$ cat src/rtl/regfile_bank_2w.sv
// Storage stage of the two-read/two-write register file.
// Holds 2**Bits registers of Width bits, commits up to two writes per cycle
// (port B wins on a same-address collision) and exposes every register on a
// flattened bus that feeds both 32:1 read muxes. Also keeps a per-register
// dirty mask and a saturating collision counter for debug.
// All outputs come straight from flops or constants.

module regfile_bank_2w #(
    parameter int unsigned Bits     = 5,
    parameter int unsigned Width    = 32,
    parameter bit          ZeroReg  = 1'b1,
    parameter int unsigned CntWidth = 8
) (
    input  logic                       clk,
    input  logic                       rst_n,
    input  logic                       we_a,
    input  logic [Bits-1:0]            waddr_a,
    input  logic [Width-1:0]           wdata_a,
    input  logic                       we_b,
    input  logic [Bits-1:0]            waddr_b,
    input  logic [Width-1:0]           wdata_b,
    input  logic                       clr_dirty,
    output logic [(2**Bits)*Width-1:0] q_flat,
    output logic [2**Bits-1:0]         dirty,
    output logic                       collision,
    output logic [CntWidth-1:0]        coll_cnt
);

    localparam int unsigned NumRegs = 2 ** Bits;

    logic               eff_a;
    logic               eff_b;
    logic [NumRegs-1:0] wsel_a;
    logic [NumRegs-1:0] wsel_b;
    logic [NumRegs-1:0] one_hot_lsb;

    logic [NumRegs-1:0]  dirty_q;
    logic [NumRegs-1:0]  dirty_d;
    logic                collision_q;
    logic                collision_d;
    logic [CntWidth-1:0] coll_cnt_q;
    logic [CntWidth-1:0] coll_cnt_d;

    // Effective-write qualification and one-hot write decode per port.
    always_comb begin
        one_hot_lsb = '0;
        one_hot_lsb[0] = 1'b1;
        // A write to reg 0 is silently dropped when it is hardwired to zero.
        eff_a = we_a && !(ZeroReg && (waddr_a == '0));
        eff_b = we_b && !(ZeroReg && (waddr_b == '0));
        wsel_a = eff_a ? (one_hot_lsb << waddr_a) : '0;
        wsel_b = eff_b ? (one_hot_lsb << waddr_b) : '0;
        collision_d = eff_a && eff_b && (waddr_a == waddr_b);
    end

    // Register storage; reg 0 is a constant when ZeroReg is set.
    for (genvar i = 0; i < NumRegs; i++) begin : g_reg
        if (ZeroReg && (i == 0)) begin : g_zero
            assign q_flat[i*Width +: Width] = '0;
        end else begin : g_store
            logic [Width-1:0] data_q;

            // Port B is checked first so it wins a same-address collision.
            always_ff @(posedge clk) begin
                if (!rst_n) begin
                    data_q <= '0;
                end else if (wsel_b[i]) begin
                    data_q <= wdata_b;
                end else if (wsel_a[i]) begin
                    data_q <= wdata_a;
                end
            end

            assign q_flat[i*Width +: Width] = data_q;
        end
    end

    // Next-state for dirty mask (set beats clear) and saturating counter.
    always_comb begin
        if (clr_dirty) begin
            dirty_d = wsel_a | wsel_b;
        end else begin
            dirty_d = dirty_q | wsel_a | wsel_b;
        end
        coll_cnt_d = coll_cnt_q;
        if (collision_d && (coll_cnt_q != '1)) begin
            coll_cnt_d = coll_cnt_q + CntWidth'(1);
        end
    end

    // Dirty mask, collision pulse and counter state.
    always_ff @(posedge clk) begin
        if (!rst_n) begin
            dirty_q     <= '0;
            collision_q <= 1'b0;
            coll_cnt_q  <= '0;
        end else begin
            dirty_q     <= dirty_d;
            collision_q <= collision_d;
            coll_cnt_q  <= coll_cnt_d;
        end
    end

    assign dirty     = dirty_q;
    assign collision = collision_q;
    assign coll_cnt  = coll_cnt_q;

endmodule
$ cat config.mk
export PLATFORM = sky130hd
export DESIGN_NAME = regfile_bank_2w
export DESIGN_NICKNAME = d
export VERILOG_FILES = /design/src/rtl/regfile_bank_2w.sv
export SDC_FILE = /design/constraint.sdc
export NUM_CORES = 2
export LEC_CHECK = 0
export CORE_AREA = 3 3 445 447
export DETAILED_ROUTE_END_ITERATION = 16
export DIE_AREA = 0 0 448 450
export SLEW_MARGIN = 20
export SYNTH_ARGS = -nofsm -noshare
export SYNTH_HDL_FRONTEND = slang
export SYNTH_SLANG_ARGS = --single-unit
$ cat constraint.sdc
create_clock -name clk -period 4.2 [get_ports clk]
set_clock_uncertainty 0.1 [all_clocks]
set_input_delay 0.42 -clock clk [delete_from_list [all_inputs] [get_ports clk]]
set_output_delay 0.42 -clock clk [all_outputs]
set_load 0.05 [all_outputs]
==> flow_summary.toml <==
[run_status]
outcome = "finished clean"

[synth]
synth.distinct_cells = 47
ys_seq_area_share_pct = 45.06
yosys-top-cells-area = "dfxtp_1 (45%), mux2i_1 (17%), a211oi_1 (13%), nor2_1 (8.5%), clkbuf_1 (4.4%)"
yosysTopAreaCellShare_pct = 45.06
yosysTopAreaCell = "dfxtp_1"
synth_seq_cells = 1033
synth_area_um2 = 45900
synthCells = 5119
async_flop_share_pct = 0
syn_area_per_cell_um2 = 8.966
yosysMostFrequentCell = "nor2_1"
yosysWarnings = 0
synth_edf_count = 0
netlist_top_cells_count = "nor2_1 (1036), dfxtp_1 (1033), a211oi_1 (800), mux2i_1 (800), clkbuf_1 (536)"
ys.flop_type = "dfxtp_1"

[hold_path]
worstHoldStart = "wdata_a[31]"
hold_depth = 3
holdPathEnd = "g_reg[16].g_store.data_q[31]"
hp-class = "input pin to register"

[floorplan]
fp.dieH_um = 450
dieArea_um2 = 201600
row_count = 162
io_pins = 1144
die_w_um = 448
floorplan.initialDensity_pct = 23.59
placeableCoreArea_um2 = 194600

[global_route]
grt_usage_pct = 22.53
grt_pass1_vias = 41970
grt_pass1_wl_um = 329900
overflow = 0
antenna_found_initial = 12
grt_start_max_net_pins = 86

[sta]
whs_ns = 0.09760
hold_viol = 0
report.final.slew_viol_count = 0
rsz0062_at_grt = "false"
fmax_ghz = 0.3548
relSlewSlack_pct = 16.66
tns_ns = 0
worst_pin_slew_ns = 1.250
finalCriticalPeriod_ns = 2.819
finalCritPeriodShare_pct = 67.11
setup_viol = 0

[clocking]
numCtsBuffers = 116
cts_max_path_buffers = 3
cts_tree = "yes"
cts_sinks = 1033
cts_max_level = 3
cts_resized = 0
clkTransAtPathRegs_ns = 0.06
insertion_delay_ns = 0.78
cts-root-buf = "clkbuf_16"

[worst_setup_path]
ff2ff_path_depth = 6
cp-end-kind = "register"
cp_top_family = "buffers and inverters"
crit_path_max_fanout = 65
crit_buf_inv = 3
cp_slowest_cell = "clkdlybuf4s50_1"
r2r-end = "coll_cnt[7]"
worstReg2RegStart = "coll_cnt[0]"
cpPeakStageDelay_ns = 0.63
worst_ep_arrival_time_ns = 3.33
criticalPathCategory = "input pin to register"
startpoint_type = "input pin"
path_depth = 8
path_cells = "clkdlybuf4s50_1 > nor2_4 > buf_4 > nand2_2 > o21ai_4 > buf_4 > nor2_1 > a311oi_1"
required_ns = 4.71
crit_top_cell = "buf_4"
r2r_slack_ns = 2.02

[drt]
wl_per_cell_um = 28.12
vias = 44290
drtIter0Drc = 4209
dr.pass1.iters = 6
ant_nets = 0
route.detailed.drc = 0
avgViaCountPerCell = 5.215
wl_um = 238800

[finish]
multi_input_area_um2 = 22760
final_cell_area_um2 = 63280
fill_cells = 19930
area_growth_pct = 37.86
final_net_count = 5929
drive_above_1_share_pct = 8.236
regArea_um2 = 20680

[power_and_ir_drop]
ir_worst_vdd_mv = 0.4117
intPower_mw = 16.63
power_frac_seq_pct = 43.2
p_leak_nw = 21.07
power_frac_comb_pct = 12.6
p_sw_mw = 6.840
p_clk_share_pct = 44.3
power.density_nw_per_um2 = 370.9
switching_share_pct = 29.14

[flow_run]
cap_violations = 0

[place]
numPortBuffers = 1111
dp_hpwl_um = 160300
gp_congestion = 0.8386
dpl_cell_area_um2 = 59340
## cells in the final DEF, fill, tap and decap left out, drive strengths merged, types with 4 or more instances in the layout
| master | instances |
|---|---|
| xor2 | 6 |
| clkinv | 21 |
| nand3 | 199 |
| nor2b | 5 |
| nor2 | 1036 |
| a311oi | 192 |
| nor3 | 4 |
| dfxtp | 1033 |
| a211oi | 800 |
| nand4 | 6 |
| and2 | 4 |
| conb | 32 |
| buf | 237 |
| a21oi | 15 |
| a221oi | 13 |
| a31oi | 10 |
| mux2i | 800 |
| nand2b | 5 |
| clkdlybuf4s50 | 1047 |
| diode | 14 |
| nand2 | 241 |
| or3 | 4 |
| inv | 9 |
| o21ai | 5 |
| clkbuf | 174 |
## worst max path at each step
stage / to / slack [ns] / from
floorplan: coll_cnt[7] / 1.92 / waddr_b[1]
global placement: g_reg[24].g_store.data_q[2] / 0.76 / waddr_b[3]
detailed placement: g_reg[24].g_store.data_q[14] / 0.71 / waddr_b[3]
finish: g_reg[4].g_store.data_q[3] / 1.38 / waddr_b[0]
CTS: q_flat[438] / 1.25 / g_reg[13].g_store.data_q[22]
global route: g_reg[4].g_store.data_q[3] / 1.22 / waddr_b[0]
## metal layers
| metal | vias up | routed length (µm) | GRT usage (%) |
|---|---|---|---|
| li1 | 19760 | - | - |
| met1 | 21700 | 93560 | 27.31 |
| met2 | 2314 | 110700 | 36.62 |
| met3 | 518 | 20690 | 5.458 |
| met4 | 0 | 13830 | 12.20 |
| met5 | - | 0 | 0 |
## metrics by stage
stage	setup WS, ns	total power [mW]	std cells	utilization [%]
finish	1.381	23.47	8493	32.52
CTS	1.248	23.63	8479	32.50
global route	1.216	24.13	8485	32.51
global placement	0.7572	13.24	8270	30.50
detailed placement	0.7056	13.26	8270	30.50
floorplan	1.922	12.01	5150	-
## logic make-up (layout without fill, tap and decap cells)
group / Yosys count / in the layout / share of synthesized area, %
simple gates: 1525 / 1525 / 13.42
fa+ha+maj: 1 / 1 / 0.02726
flops: 1033 / 1033 / 45.06
xor+xnor: 6 / 6 / 0.1145
compound gates: 1044 / 1044 / 17.49
other cells: 1 / 46 / 0.008170
buf+inv: 709 / 1496 / 6.431
mux: 800 / 800 / 17.45
## layout make-up
cell class / count / share of cell area [%]
Antenna cell: 14 / 0.05537
Multi-Input combinational cell: 3408 / 35.97
Clock buffer: 174 / 5.469
Sequential cell: 1033 / 32.68
Inverter: 3 / 0.02966
Tap cell: 2542 / 5.026
Clock inverter: 32 / 0.6367
Timing Repair Buffer: 1287 / 20.13
## repair_timing
action                                 4_1_cts  5_1_grt
hold buffers                                 3        0
endpoints found under the hold margin       18        0
setup buffers                                0        0
## worst register-to-register path, stage by stage (launching register included)
cell and delay (ns):
dfxtp_1 0.36, ha_1 0.23, nand3_1 0.15, nor3_1 0.08, or4b_4 0.57, or4_1 0.49
a21oi_1 0.14
## power by group through the flow
stage               clock, mW  sequential (mW)  combinational (mW)
floorplan                   0             11.0               0.993
global placement            0             10.3                2.91
detailed placement          0             10.3                2.93
CTS                      10.6             10.1                2.94
global route             10.9             10.1                3.05
finish                   10.4             10.1                2.95
## registers in the layout, summed over array words and instances, names as in the netlist
| name | count |
|---|---|
| collision | 1 |
| dirty | 32 |
| g.g_store.data_q | 992 |
| coll_cnt | 8 |
(Power assumes the default switching activity.)
